**src/rtl/mem_arbiter_if.sv**
```systemverilog
// Requester-side bus of mem_arbiter: two request ports (A, B) and the shared read-data return.
interface mem_arbiter_if #(
  parameter int unsigned ADDR_W = 12,
  parameter int unsigned DATA_W = 8
);
  logic              req_a;
  logic              req_b;
  logic              we_a;
  logic              we_b;
  logic [ADDR_W-1:0] addr_a;
  logic [ADDR_W-1:0] addr_b;
  logic [DATA_W-1:0] wdata_a;
  logic [DATA_W-1:0] wdata_b;
  logic              gnt_a;
  logic              gnt_b;
  logic              rvalid_a;
  logic              rvalid_b;
  logic [DATA_W-1:0] rdata;

  modport slave (
    input  req_a, req_b, we_a, we_b, addr_a, addr_b, wdata_a, wdata_b,
    output gnt_a, gnt_b, rvalid_a, rvalid_b, rdata
  );

  modport master (
    output req_a, req_b, we_a, we_b, addr_a, addr_b, wdata_a, wdata_b,
    input  gnt_a, gnt_b, rvalid_a, rvalid_b, rdata
  );
endinterface

```
**src/rtl/mem_arbiter.sv**
```systemverilog
// Two-port arbiter in front of a single-port synchronous memory with RD_LAT-cycle read latency.
// Define MEM_ARB_RR_EN for round-robin arbitration; otherwise port A has fixed priority.
module mem_arbiter #(
  parameter int unsigned ADDR_W = 12,
  parameter int unsigned DATA_W = 8,
  parameter int unsigned RD_LAT = 1
) (
  input  logic              clk,
  input  logic              rst,
  mem_arbiter_if.slave      bus,
  output logic              cen,
  output logic              rd,
  output logic              wr,
  output logic [ADDR_W-1:0] add,
  output logic [DATA_W-1:0] din,
  input  logic [DATA_W-1:0] dout
);

  typedef enum logic [1:0] {IDLE, ACC, WAIT, RESP} state_t;

  localparam logic [1:0] WAIT_INIT = 2'(RD_LAT - 1);

  state_t            state_q;
  logic              sel_b_q;
  logic              we_q;
  logic [1:0]        cnt_q;
  logic              gnt_a_q, gnt_b_q;
  logic              rvalid_a_q, rvalid_b_q;
  logic [DATA_W-1:0] rdata_q;
  logic              cen_q, rd_q, wr_q;
  logic [ADDR_W-1:0] add_q;
  logic [DATA_W-1:0] din_q;

  logic              any_req_c;
  logic              pick_b_c;
  logic              we_c;
  logic [ADDR_W-1:0] addr_c;
  logic [DATA_W-1:0] wdata_c;

  assign any_req_c = bus.req_a | bus.req_b;

`ifdef MEM_ARB_RR_EN
  // last_gnt_b_q = 1 means B was granted last, so A wins the next tie.
  logic last_gnt_b_q;

  assign pick_b_c = bus.req_b & (~bus.req_a | ~last_gnt_b_q);

  always_ff @(posedge clk or posedge rst) begin
    if (rst)                  last_gnt_b_q <= 1'b1;
    else if (state_q == ACC)  last_gnt_b_q <= sel_b_q;
  end
`else
  assign pick_b_c = bus.req_b & ~bus.req_a;
`endif

  assign we_c    = pick_b_c ? bus.we_b    : bus.we_a;
  assign addr_c  = pick_b_c ? bus.addr_b  : bus.addr_a;
  assign wdata_c = pick_b_c ? bus.wdata_b : bus.wdata_a;

  // Access FSM; memory strobes and handshake pulses are all registered.
  always_ff @(posedge clk or posedge rst) begin
    if (rst) begin
      state_q    <= IDLE;
      sel_b_q    <= 1'b0;
      we_q       <= 1'b0;
      cnt_q      <= 2'd0;
      gnt_a_q    <= 1'b0;
      gnt_b_q    <= 1'b0;
      rvalid_a_q <= 1'b0;
      rvalid_b_q <= 1'b0;
      rdata_q    <= '0;
      cen_q      <= 1'b1;
      rd_q       <= 1'b0;
      wr_q       <= 1'b0;
      add_q      <= '0;
      din_q      <= '0;
    end else begin
      gnt_a_q    <= 1'b0;
      gnt_b_q    <= 1'b0;
      rvalid_a_q <= 1'b0;
      rvalid_b_q <= 1'b0;
      unique case (state_q)
        IDLE: begin
          if (any_req_c) begin
            state_q <= ACC;
            sel_b_q <= pick_b_c;
            we_q    <= we_c;
            cen_q   <= 1'b0;
            wr_q    <= we_c;
            rd_q    <= ~we_c;
            add_q   <= addr_c;
            din_q   <= wdata_c;
            gnt_a_q <= ~pick_b_c;
            gnt_b_q <= pick_b_c;
          end
        end
        ACC: begin
          if (we_q) begin
            state_q <= IDLE;
            cen_q   <= 1'b1;
            wr_q    <= 1'b0;
            rd_q    <= 1'b0;
            add_q   <= '0;
            din_q   <= '0;
          end else begin
            state_q <= WAIT;
            cnt_q   <= WAIT_INIT;
          end
        end
        WAIT: begin
          if (cnt_q == 2'd0) begin
            state_q    <= RESP;
            rdata_q    <= dout;
            cen_q      <= 1'b1;
            rd_q       <= 1'b0;
            add_q      <= '0;
            din_q      <= '0;
            rvalid_a_q <= ~sel_b_q;
            rvalid_b_q <= sel_b_q;
          end else begin
            cnt_q <= cnt_q - 2'd1;
          end
        end
        RESP: state_q <= IDLE;
        default: state_q <= IDLE;
      endcase
    end
  end

  assign bus.gnt_a    = gnt_a_q;
  assign bus.gnt_b    = gnt_b_q;
  assign bus.rvalid_a = rvalid_a_q;
  assign bus.rvalid_b = rvalid_b_q;
  assign bus.rdata    = rdata_q;
  assign cen          = cen_q;
  assign rd           = rd_q;
  assign wr           = wr_q;
  assign add          = add_q;
  assign din          = din_q;

endmodule

```
**src/flat_wrapper.sv**
```systemverilog
// flat-port wrapper written by rule: the top's interface ports become plain ports
module mem_arbiter_flat 
#(
  parameter int unsigned ADDR_W = 12,
  parameter int unsigned DATA_W = 8,
  parameter int unsigned RD_LAT = 1
)
  (clk, rst, cen, rd, wr, add, din, dout, bus_req_a, bus_req_b, bus_we_a, bus_we_b, bus_addr_a, bus_addr_b, bus_wdata_a, bus_wdata_b, bus_gnt_a, bus_gnt_b, bus_rvalid_a, bus_rvalid_b, bus_rdata);
  mem_arbiter_if #(.ADDR_W(ADDR_W), .DATA_W(DATA_W)) bus_i ();
  input  logic clk;
  input  logic rst;
  output logic cen;
  output logic rd;
  output logic wr;
  output logic [ADDR_W-1:0] add;
  output logic [DATA_W-1:0] din;
  input  logic [DATA_W-1:0] dout;
  input wire logic [$bits(bus_i.req_a)-1:0] bus_req_a;
  input wire logic [$bits(bus_i.req_b)-1:0] bus_req_b;
  input wire logic [$bits(bus_i.we_a)-1:0] bus_we_a;
  input wire logic [$bits(bus_i.we_b)-1:0] bus_we_b;
  input wire logic [$bits(bus_i.addr_a)-1:0] bus_addr_a;
  input wire logic [$bits(bus_i.addr_b)-1:0] bus_addr_b;
  input wire logic [$bits(bus_i.wdata_a)-1:0] bus_wdata_a;
  input wire logic [$bits(bus_i.wdata_b)-1:0] bus_wdata_b;
  output wire logic [$bits(bus_i.gnt_a)-1:0] bus_gnt_a;
  output wire logic [$bits(bus_i.gnt_b)-1:0] bus_gnt_b;
  output wire logic [$bits(bus_i.rvalid_a)-1:0] bus_rvalid_a;
  output wire logic [$bits(bus_i.rvalid_b)-1:0] bus_rvalid_b;
  output wire logic [$bits(bus_i.rdata)-1:0] bus_rdata;
  assign bus_i.req_a = bus_req_a;
  assign bus_i.req_b = bus_req_b;
  assign bus_i.we_a = bus_we_a;
  assign bus_i.we_b = bus_we_b;
  assign bus_i.addr_a = bus_addr_a;
  assign bus_i.addr_b = bus_addr_b;
  assign bus_i.wdata_a = bus_wdata_a;
  assign bus_i.wdata_b = bus_wdata_b;
  assign bus_gnt_a = bus_i.gnt_a;
  assign bus_gnt_b = bus_i.gnt_b;
  assign bus_rvalid_a = bus_i.rvalid_a;
  assign bus_rvalid_b = bus_i.rvalid_b;
  assign bus_rdata = bus_i.rdata;
  mem_arbiter #(.ADDR_W(ADDR_W), .DATA_W(DATA_W), .RD_LAT(RD_LAT)) u_core (.clk(clk), .rst(rst), .bus(bus_i), .cen(cen), .rd(rd), .wr(wr), .add(add), .din(din), .dout(dout));
endmodule
```
**config.mk**
```make
export PLATFORM = sky130hd
export DESIGN_NAME = mem_arbiter_flat
export DESIGN_NICKNAME = d
export VERILOG_FILES = /design/src/rtl/mem_arbiter_if.sv /design/src/rtl/mem_arbiter.sv /design/src/flat_wrapper.sv
export SDC_FILE = /design/constraint.sdc
export NUM_CORES = 1
export LEC_CHECK = 0
export ABC_AREA = 1
export BUFFER_PORTS_ARGS = -buffer_cell sky130_fd_sc_hd__buf_2
export CAP_MARGIN = 20
export CORE_MARGIN = 4
export CORE_UTILIZATION = 35
export DETAILED_ROUTE_END_ITERATION = 10
export PLACE_DENSITY = 0.66
export SLEW_MARGIN = 20
export SYNTH_ARGS = -nofsm -noshare
export SYNTH_HDL_FRONTEND = slang
export SYNTH_SLANG_ARGS = --single-unit
```
**constraint.sdc**
```tcl
create_clock -name clk -period 2.05 [get_ports clk]
set_input_delay 0.3075 -clock clk [delete_from_list [all_inputs] [get_ports clk]]
set_output_delay 0.3075 -clock clk [all_outputs]
set_load 0.01 [all_outputs]
```
# ---- Word level (Yosys, flattened, before mapping)
# Index checks and enable logic that the tools add are counted.
dict set report totals {
  regBits 41
  latchBits 0
  ram_bits 0
  rom_bits 0
  elab_cells 76
  memories 0
}
dict set report op_classes {
  addsub 1
  mul 0
  div 0
  magnitude_cmp 0
  eq_ne 8
  shifts 0
  mux 36
  bitwise_logic 6
  n_reduce_logical 11
}
# op n
set op_table {}
lappend op_table {{12-bit two-way mux} 4}
lappend op_table {{12-bit one-hot mux with 3 select lines} 1}
lappend op_table {{8-bit two-way mux} 4}
lappend op_table {{8-bit one-hot mux with 3 select lines} 1}
lappend op_table {{1-bit two-way mux} 16}
lappend op_table {{2-bit two-way mux} 5}
lappend op_table {{2-bit one-hot mux with 4 select lines} 1}
lappend op_table {{2-bit by 1-bit inequality test with 1-bit output, second input constant} 3}
lappend op_table {{1-bit one-hot mux with 3 select lines} 2}
lappend op_table {{2-bit AND reduction} 3}
lappend op_table {{3-bit AND reduction} 2}
lappend op_table {{2-bit == test, second input constant} 2}
lappend op_table {{2-bit zero test} 2}
lappend op_table {{2-bit inequality test, second input constant} 2}
lappend op_table {{1-bit NOT} 4}
lappend op_table {{2-bit one-hot mux with 2 select lines} 1}
lappend op_table {{4-bit AND reduction} 1}
lappend op_table {{2-bit nonzero test} 2}
lappend op_table {{3-bit nonzero test} 1}
lappend op_table {{2-bit by 1-bit == test with 1-bit output, second input constant} 1}
lappend op_table {{1-bit one-hot mux with 2 select lines} 1}
lappend op_table {{2-bit by 1-bit subtractor with 2-bit output, second input constant} 1}
lappend op_table {{1-bit AND} 1}
lappend op_table {{1-bit OR} 1}

# ---- Longest topological paths before layout
# Gate-level depths: netlist of run 1.
dict set report logic_depth {
  word_depth 6
  mapped_depth 9
  mapped_depth_nobuf 8
}

# ---- Worst setup path after synthesis of run 1
# No wires, ideal clock.
dict set report synth_path {
  path_type {register to register}
  start {register u_core.state_q[0]}
  end {register u_core.din_q[2], in the netlist u_core.din[2]}
  setup_time_ps 65
  arrival_ps 1383
  t_required_ps 1985
  path_slack_ps 602
  stages_incl_launch_ff 9
  n_path_buf 1
  cell_sequence {dfrtp_1 -> inv_1 -> ha_1 -> inv_1 -> buf_1 -> nand2_1 -> nor2_1 -> nand2_1 -> nand2_1}
}
dict set report synth_via {
  elab_chain_cells 3
  elab_cells_between_ends 9
  cone_classes {eq/ne (5); mux (1); reduce/logical (3)}
}
# element line
set synth_lines {}
lappend synth_lines {{start: declaration} mem_arbiter.sv:23} ;# state_t state_q;
lappend synth_lines {{start signal: assignment} mem_arbiter.sv:63} ;# state_q <= IDLE;
lappend synth_lines {{start signal: assignment} mem_arbiter.sv:85} ;# state_q <= ACC;
lappend synth_lines {{start signal: assignment} mem_arbiter.sv:99} ;# state_q <= IDLE;
lappend synth_lines {{2-bit by 1-bit == test with 1-bit output, or another cell as far along} mem_arbiter.sv:82} ;# unique case (state_q)
lappend synth_lines {{2-bit by 1-bit inequality test with 1-bit output (no source line) / 3-bit nonzero test (equally long branches)} n/a}
lappend synth_lines {{4-bit AND reduction (no source line)} n/a}
lappend synth_lines {{end signal: assignment} mem_arbiter.sv:92} ;# din_q <= wdata_c;
lappend synth_lines {{end: declaration} mem_arbiter.sv:32} ;# logic [DATA_W-1:0] din_q;
# Parallel ways exist; a longest one is shown, timed or not.
# A chain may end at the register's enable or synchronous reset.

# ---- Worst setup path after layout of run 1
dict set report layout_path {
  start {register u_core.state_q[0]}
  end {register u_core.add_q[4], in the netlist u_core.add[4]}
}
dict set report layout_via {
  elab_chain_cells 3
  elab_cells_between_ends 9
  cone_classes {eq/ne (5); mux (1); reduce/logical (3)}
}
# element line
set layout_lines {}
lappend layout_lines {{2-bit by 1-bit == test with 1-bit output, or another cell as far along} mem_arbiter.sv:82}
lappend layout_lines {{2-bit by 1-bit inequality test with 1-bit output (no source line) / 3-bit nonzero test (equally long branches)} n/a}
lappend layout_lines {{4-bit AND reduction (no source line)} n/a}
lappend layout_lines {{end signal: assignment} mem_arbiter.sv:91} ;# add_q <= addr_c;
lappend layout_lines {{end: declaration} mem_arbiter.sv:31} ;# logic [ADDR_W-1:0] add_q;
# Parallel ways exist; a longest one is shown, timed or not.

==> results.json, run 1 <==
{
  "cp_max_fo": 22,
  "worstMarginPinSlew_ns": 0.4888,
  "grt_pass1_wl_um": 8197,
  "grt.total_usage_pct": 13.86,
  "ant_nets": 0,
  "place_congestion": 0.7729,
  "initial_core_util_pct": 36.01,
  "max_cap_violations": 0,
  "clock_path_buffers": 2,
  "path_delay_family": "simple AND/OR/NAND/NOR gates",
  "finalSetupTns_ns": 0,
  "port_buffers": 88,
  "critPathLaunchType": "flip-flop",
  "fillers": 610,
  "syn_inst": 287,
  "clock_sink_count": 41,
  "ys.flop_type": "dfrtp_1",
  "routedWlPerCell_um": 10.58,
  "synth_top_area_share_pct": 47.23,
  "rsz0062_at_grt": "no",
  "skew_ns": 0.003613,
  "yosys.area.top_type": "dfrtp_1",
  "synth-seq-area-share_pct": 48.47,
  "vias": 1974,
  "setup_viol": 0,
  "pwr-share-comb_pct": 46.1,
  "coreArea_sq_um": 5886,
  "htreeDepth": 2,
  "cts-buffers-inserted": 5,
  "ys_types": 18,
  "p_sw_share_pct": 39.48,
  "post-route-drc-count": 0,
  "p_sw_uw": 1532,
  "die_area_sq_um": 7365,
  "dieWidth_um": 85.82,
  "power_frac_clock_pct": 20.2,
  "crit_type": "reg2reg",
  "pwr_density_cell_nw_per_um2": 1388,
  "arrival_ns": 1.91,
  "synth.avg_cell_area_sq_um": 7.385,
  "crit_path_cell_trace": "inv_1 > ha_1 > nand2_2 > nand2_2 > nor2_4 > nand2_1 > nand2_1",
  "grt_max_degree": 31,
  "drt_first_pass_iters": 4,
  "worst_path_max_delay_cell": "dfrtp_1",
  "maxSlewViolCount": 0,
  "antenna_found_initial": 0,
  "syn_nets": 347,
  "dp_hpwl_um": 3738,
  "gr-total-overflow": 0,
  "hp-class": "in2reg",
  "cp_num_buf_inv": 1,
  "status": "finished clean",
  "synth-seq-cells": 41,
  "layout.nets": 438,
  "finalCritPeriodShare_pct": 81.48,
  "cp.required_ns": 2.28,
  "clock.fmax_mhz": 598.7,
  "post_dp_cell_area_sq_um": 2649,
  "finalHoldViolations": 0,
  "relSlewSlack_pct": 67.34,
  "final.min_clock_period_ns": 1.670,
  "chipHeight_um": 85.82,
  "synth-edff-count": 0,
  "ys_top_cells_by_area": "dfrtp_1 (47%), nand2_1 (22%), nor2_1 (8.1%)",
  "area_growth_pct": 31.94,
  "cp-end-kind": "flip-flop",
  "pwr-share-seq_pct": 33.7,
  "synth_common_cells": "nand2_1 (123), nor2_1 (46), dfrtp_1 (40), inv_1 (34), mux2_2 (8)",
  "via_per_inst": 4.348,
  "synth_warnings": 0,
  "synthArstFlopShare_pct": 100.0,
  "io_pins": 89,
  "p_int_uw": 2349,
  "cts_root_buf": "clkbuf_8",
  "clk_transition_reported_paths_ns": 0.08,
  "num_antenna_cells": 0,
  "hold_slack_ns": 0.2347,
  "fin_area_sq_um": 2796,
  "first_iter_violations": 115,
  "clk_latency_ns": 0.30,
  "finalWorstSetupSlack_ns": 0.3797,
  "synth_most_common_cell": "nand2_1",
  "synth_area_sq_um": 2120,
  "final_util_pct": 47.51,
  "dpl_worst_slack_ns": 0.3595,
  "cts_tree": "yes",
  "drive_gt1_share_pct": 30.34,
  "rows": 28,
  "grt_pass1_vias": 1889,
  "post_cts_buffers": 0,
  "max_stage_delay_ns": 0.42,
  "ir_drop_mv": 0.5361,
  "leakage_uw": 0.001733,
  "wirelength_um": 4804
}
-- power groups by stage --
| stage | Combinational (uW) | Sequential, uW | Clock [uW] |
|---|---|---|---|
| after floorplan | 1120 | 1450 | 0 |
| after global placement | 1800 | 1320 | 0 |
| after detailed placement | 1830 | 1320 | 0 |
| after CTS | 1840 | 1310 | 814 |
| after global routing | 2070 | 1350 | 841 |
| final | 1790 | 1310 | 784 |
-- per-stage QoR --
step,total power (uW),std cells
global route,4264,454
CTS,3962,454
global placement,3113,445
floorplan,2571,287
finish,3881,454
detailed placement,3153,445
-- kinds of logic (layout without fill, tap and decap cells) --
group                    Yosys count  after routing  share of synthesized area (%)
AND/OR/NAND/NOR                  179            179                          32.88
buffers and inverters             45            137                          8.972
flip-flops                        41             41                          48.47
AO/OA/AOI/OAI                      8              8                          1.889
multiplexers                       8              8                          4.250
adder cells (fa/ha/maj)            6              6                          3.542
-- timing repair --
item                      in CTS  in global routing
resized for setup              0                  0
hold buffers                   1                  0
hold endpoints to repair       9                  0
-- sequential cells by signal, indices dropped and copies added, names as in the netlist, named ones only --
| register | cells |
|---|---|
| u_core.bus.rdata | 8 |
| u_core.din | 8 |
| u_core.state_q | 1 |
| u_core.wr | 1 |
| u_core.bus.gnt_b | 1 |
| u_core.add | 12 |
| u_core.rd | 1 |
| u_core.bus.rvalid_b | 1 |
| u_core.we_q | 1 |
| u_core.bus.gnt_a | 1 |
| u_core.sel_b_q | 1 |
| u_core.cen | 1 |
| u_core.cnt_q | 2 |
| u_core.bus.rvalid_a | 1 |
-- cells in the final DEF, fill, tap and decap left out, drive strengths merged --
| cell type | count |
|---|---|
| nand2 | 125 |
| buf | 94 |
| nor2 | 47 |
| dfrtp | 40 |
| inv | 35 |
| mux2 | 8 |
| o21ai | 7 |
| ha | 6 |
| nand3 | 5 |
| clkbuf | 5 |
| bufinv | 2 |
| a21oi | 1 |
| nand4 | 1 |
| nand3b | 1 |
| dlygate4sd3 | 1 |
| dfstp | 1 |
-- metal layers --
metal | wire length, um | up-vias | global-route usage (%) | part of all wire, %
met1 | 2000 | 863 | 15.61 | 42
met2 | 2344 | 72 | 25.07 | 49
li1 | - | 1029 | - | -
met5 | 0 | - | 0 | 0
met3 | 374 | 10 | 4.131 | 7.8
met4 | 86 | 0 | 4.317 | 1.8
-- final cells by class --
class,count,area [sq um],area share [%]
Clock buffer,5,68.82,2.461
Multi-Input combinational cell,201,902.1,32.26
Inverter,34,127.6,4.564
Timing Repair Buffer,95,508.0,18.17
Sequential cell,41,1027,36.73
Tap cell,75,93.84,3.356
Clock inverter,3,68.82,2.461
-- worst paths after layout --
kind	start	cells after the start	to	slack [ns]
setup / recovery	u_core.state_q[0]	7	u_core.add[4]	0.38
hold / removal	dout[4]	2	u_core.bus.rdata[4]	0.23
setup reg to reg	u_core.state_q[0]	7	u_core.add[4]	0.38
hold reg to reg	u_core.sel_b_q	1	u_core.bus.rvalid_a	0.43
max in group asynchronous	rst	4	u_core.cen	1.02
min in group asynchronous	rst	3	u_core.bus.rdata[5]	0.48
(Power assumes the default switching activity.)
==> run 2, diff against run 1 <==
==> constraint.sdc (replaced) <==
create_clock -name clk -period 1.6 [get_ports clk]
set_input_delay 0.24 -clock clk [delete_from_list [all_inputs] [get_ports clk]]
set_output_delay 0.24 -clock clk [all_outputs]
set_load 0.01 [all_outputs]
==> results.json, run 2 (same netlist as run 1, synthesis figures left out) <==
{
  "cts_tree": "yes",
  "drt_first_pass_iters": 4,
  "first_iter_violations": 34,
  "maxSlewViolCount": 0,
  "drive_gt1_share_pct": 30.71,
  "grt_pass1_vias": 1811,
  "clk_latency_ns": 0.29,
  "post_cts_buffers": 0,
  "place_congestion": 0.8720,
  "final_util_pct": 48.47,
  "worstMarginPinSlew_ns": 0.4766,
  "fillers": 602,
  "cp-end-kind": "flip-flop",
  "ant_nets": 0,
  "grt_max_degree": 42,
  "leakage_uw": 0.001759,
  "crit_type": "reg2reg",
  "rsz0062_at_grt": "no",
  "layout.nets": 440,
  "dp_hpwl_um": 3627,
  "cts_root_buf": "clkbuf_8",
  "die_area_sq_um": 7365,
  "gr-total-overflow": 0,
  "coreArea_sq_um": 5886,
  "clock.fmax_mhz": 695.1,
  "clock_sink_count": 41,
  "max_stage_delay_ns": 0.43,
  "whs_endpoint": "u_core.bus.rdata[4]",
  "worst_path_max_delay_cell": "dfrtp_1",
  "grt_pass1_wl_um": 7797,
  "relSlewSlack_pct": 68.18,
  "reg2regPathDepth": 8,
  "min-delay-start": "dout[4]",
  "finalCritPeriodShare_pct": 89.91,
  "finalNonFillerCells": 456,
  "cts-buffers-inserted": 5,
  "clock_path_buffers": 2,
  "routedWlPerCell_um": 10.26,
  "rows": 28,
  "finalSetupTns_ns": 0,
  "ir_drop_mv": 0.7724,
  "hold_slack_ns": 0.1812,
  "min_path_cells": 2,
  "post-route-drc-count": 0,
  "arrival_ns": 1.62,
  "grt.total_usage_pct": 13.03,
  "hp-class": "in2reg",
  "final.min_clock_period_ns": 1.439,
  "cp_max_fo": 22,
  "reg2reg_slack_ns": 0.16,
  "antenna_found_initial": 0,
  "place.detailed.instances": 447,
  "via_per_inst": 4.279,
  "max_cap_violations": 0,
  "io_pins": 89,
  "cp.required_ns": 1.78,
  "critPathLaunchType": "flip-flop",
  "pwr_density_cell_nw_per_um2": 1816,
  "r2r-end": "u_core.din[1]",
  "wirelength_um": 4677,
  "final_common_cell": "nand2_1",
  "setup_viol": 0,
  "area_growth_pct": 34.59,
  "cp-startpoint": "u_core.state_q[0]",
  "clk_transition_reported_paths_ns": 0.08,
  "final_cell_mix": "nand2_1 (123), buf_2 (88), nor2_1 (46)",
  "finalHoldViolations": 0,
  "initial_core_util_pct": 36.01,
  "r2r-start": "u_core.state_q[0]",
  "vias": 1951,
  "crit_path_cell_trace": "inv_1 > ha_1 > nand2_2 > nand2_2 > nor2_4 > buf_12 > nand2_1 > nand2_1",
  "num_antenna_cells": 0,
  "largest_reg_flops": 12,
  "htreeDepth": 2,
  "chipHeight_um": 85.82,
  "skew_ns": 0.003718,
  "status": "finished clean",
  "dieWidth_um": 85.82,
  "port_buffers": 88
}
[run 2: report_power, final]
| group | internal [uW] | switching [uW] |
|---|---|---|
| Clock | 628 | 363 |
| Combinational | 1080 | 1430 |
| Sequential | 1470 | 216 |
| Total | 3170 | 2010 |
[run 2: worst max-delay path by stage]
stage,endpoint,slack [ns],cells past startpoint
2_1_floorplan,u_core.din[2],0.15,8
6_report,u_core.din[1],0.16,8
5_1_grt,u_core.add[1],0.004,7
4_1_cts,u_core.add[1],0.11,7
3_3_place_gp,u_core.bus.rdata[5],0.19,5
3_5_place_dp,u_core.din[1],0.13,7
[run 2: area by class of cell]
cell class / count / area [sq um] / share of cell area (%)
Clock buffer: 5 / 68.82 / 2.412
Sequential cell: 41 / 1027 / 36.01
Timing Repair Buffer: 97 / 564.3 / 19.78
Tap cell: 75 / 93.84 / 3.289
Inverter: 34 / 127.6 / 4.474
Clock inverter: 3 / 68.82 / 2.412
Multi-Input combinational cell: 201 / 902.1 / 31.62
[run 2: per-stage QoR]
| step | worst slack, ns | cell area (sq um) | total power [uW] |
|---|---|---|---|
| global route | 0.004396 | 2853 | 5654 |
| CTS | 0.1126 | 2849 | 5268 |
| detailed placement | 0.1315 | 2701 | 4253 |
| global placement | 0.1937 | 2701 | 4184 |
| finish | 0.1614 | 2853 | 5180 |
| floorplan | 0.1523 | 2120 | 3294 |
[run 2: metal layers]
metal  global-route usage, %  share of wire [%]  wire (um)  vias up
met5                       0                  0          0        -
met4                   2.590               0.36         17        0
met3                   3.458                6.9        325        2
met2                   24.08                 50       2358       49
met1                   15.11                 42       1975      868
li1                        -                  -          -     1032
[run 2: critical path, delay by kind of cell, from the launching register on]
kind / cells / cell delay, ns
simple gates: 5 / 0.38
flops: 1 / 0.43
fa+ha+maj: 1 / 0.26
buf+inv: 2 / 0.27
[run 2: what timing repair did]
action                                  in CTS  in global routing
endpoints found under the setup margin       0                 16
resized for setup                            0                  1
hold buffers                                 1                  0
endpoints found under the hold margin       20                  0
==> run 3, diff against run 2 <==
--- a/config.mk
+++ b/config.mk
@@ -11,7 +11,7 @@
 export CORE_MARGIN = 4
 export CORE_UTILIZATION = 35
 export DETAILED_ROUTE_END_ITERATION = 10
-export PLACE_DENSITY = 0.66
+export PLACE_DENSITY_LB_ADDON = 0.1
 export SLEW_MARGIN = 20
 export SYNTH_ARGS = -nofsm -noshare
 export SYNTH_HDL_FRONTEND = slang
==> results.json, run 3 (same netlist as run 1, synthesis figures left out) <==
{
  "cp-startpoint": "u_core.state_q[0]",
  "reg2regPathDepth": 5,
  "port_buffers": 88,
  "clock.fmax_mhz": 687.4,
  "grt_pass1_wl_um": 8542,
  "grt.total_usage_pct": 14.55,
  "cp_num_buf_inv": 2,
  "dieWidth_um": 85.82,
  "maxSlewViolCount": 0,
  "multi_input_area_sq_um": 904.6,
  "clock_sink_count": 41,
  "cp.required_ns": 1.78,
  "skew_ns": 0.005745,
  "crit_path_cell_trace": "inv_1 > ha_1 > nand2_1 > buf_12 > mux2_2",
  "grt_pass1_vias": 1924,
  "wirelength_um": 4922,
  "min-delay-start": "dout[1]",
  "r2r-start": "u_core.state_q[0]",
  "drt_first_pass_iters": 4,
  "first_iter_violations": 47,
  "min_path_cells": 2,
  "cp-end-kind": "flip-flop",
  "chipHeight_um": 85.82,
  "p_int_uw": 3184,
  "clk_latency_ns": 0.29,
  "num_antenna_cells": 0,
  "rows": 28,
  "largest_reg_flops": 12,
  "drive_gt1_share_pct": 30.97,
  "layout.nets": 440,
  "routedWlPerCell_um": 10.79,
  "worst_path_max_delay_cell": "dfrtp_1",
  "die_area_sq_um": 7365,
  "place.detailed.instances": 447,
  "pwr-share-seq_pct": 32.2,
  "worstMarginPinSlew_ns": 0.3317,
  "final_common_cell": "nand2_1",
  "rsz0062_at_grt": "no",
  "ir_drop_mv": 0.9316,
  "leakage_uw": 0.001763,
  "final.min_clock_period_ns": 1.455,
  "path_delay_family": "flip-flops",
  "power_frac_clock_pct": 19.1,
  "initial_core_util_pct": 36.01,
  "finalHoldViolations": 0,
  "hp-class": "in2reg",
  "finalNonFillerCells": 456,
  "clk_transition_reported_paths_ns": 0.08,
  "path_depth": 5,
  "vias": 1946,
  "post_cts_buffers": 0,
  "gr-total-overflow": 0,
  "via_per_inst": 4.268,
  "pwr_density_cell_nw_per_um2": 1816,
  "p_sw_uw": 2024,
  "p_sw_share_pct": 38.86,
  "post-route-drc-count": 0,
  "area_growth_pct": 35.30,
  "fillers": 590,
  "place_congestion": 0.7578,
  "relSlewSlack_pct": 77.85,
  "cp_max_fo": 11,
  "htreeDepth": 2,
  "arrival_ns": 1.63,
  "status": "finished clean",
  "max_cap_violations": 0,
  "finalSetupTns_ns": 0,
  "critPathLaunchType": "flip-flop",
  "seqCellArea_sq_um": 1027,
  "crit_type": "reg2reg",
  "cts-buffers-inserted": 5,
  "cts_tree": "yes",
  "pwr-share-comb_pct": 48.7,
  "finalCritPeriodShare_pct": 90.92,
  "clock_path_buffers": 2,
  "antenna_found_initial": 0,
  "grt_max_degree": 42,
  "dp_hpwl_um": 3733,
  "io_pins": 89,
  "ant_nets": 0,
  "hold_slack_ns": 0.1746,
  "setup_viol": 0,
  "coreArea_sq_um": 5886,
  "final_cell_mix": "nand2_1 (123), buf_2 (88), nor2_1 (46)",
  "max_stage_delay_ns": 0.42,
  "cts_root_buf": "clkbuf_8"
}
-- run 3: cell count changes in the layout (fill, tap and decap cells not counted) --
cell,before,now
ha_2,0,1
buf_12,4,5
ha_1,6,5
buf_4,3,2
-- run 3: repair_timing --
| item | 4_1_cts | 5_1_grt |
|---|---|---|
| resized for setup | 0 | 2 |
| endpoints found under the setup margin | 0 | 21 |
| hold buffers | 1 | 0 |
| endpoints found under the hold margin | 11 | 0 |
-- run 3: per-layer routing --
layer | part of all wire (%) | up-vias | global-route usage (%)
met3 | 7.4 | 2 | 4.131
met5 | 0 | - | 0
met2 | 49 | 51 | 25.42
met1 | 43 | 858 | 17.32
met4 | 0.59 | 0 | 4.460
li1 | - | 1035 | -
-- run 3: cell type report --
class | count | area share (%)
Sequential cell | 41 | 35.82
Multi-Input combinational cell | 201 | 31.54
Timing Repair Buffer | 97 | 20.11
Inverter | 34 | 4.450
Tap cell | 75 | 3.272
Clock buffer | 5 | 2.400
Clock inverter | 3 | 2.400
-- run 3: final timing paths --
check,slack (ns),to
min in group asynchronous,0.45,u_core.din[1]
worst min register to register,0.43,u_core.bus.rvalid_a
worst max-delay path,0.15,u_core.bus.rdata[2]
worst min-delay path,0.17,u_core.bus.rdata[1]
worst max register to register,0.15,u_core.bus.rdata[2]
max in group asynchronous,0.69,u_core.add[4]
-- run 3: power by group through the flow --
| stage | Combinational (uW) | Sequential [uW] | Clock [uW] |
|---|---|---|---|
| finish | 2540 | 1680 | 995 |
| global route | 2910 | 1740 | 1080 |
| CTS | 2580 | 1690 | 1040 |
| detailed placement | 2570 | 1700 | 0 |
| global placement | 2530 | 1700 | 0 |
| floorplan | 1430 | 1860 | 0 |
-- run 3: per-stage QoR --
step           utilization, %  power [uW]  setup slack [ns]  instance area, sq um
2_1_floorplan               -        3294            0.1523                  2120
3_3_place_gp            46.11        4228            0.1708                  2714
3_5_place_dp            46.11        4275            0.1240                  2714
4_1_cts                 48.62        5309            0.1033                  2861
5_1_grt                 48.72        5725          0.009827                  2868
6_report                48.72        5208            0.1453                  2868
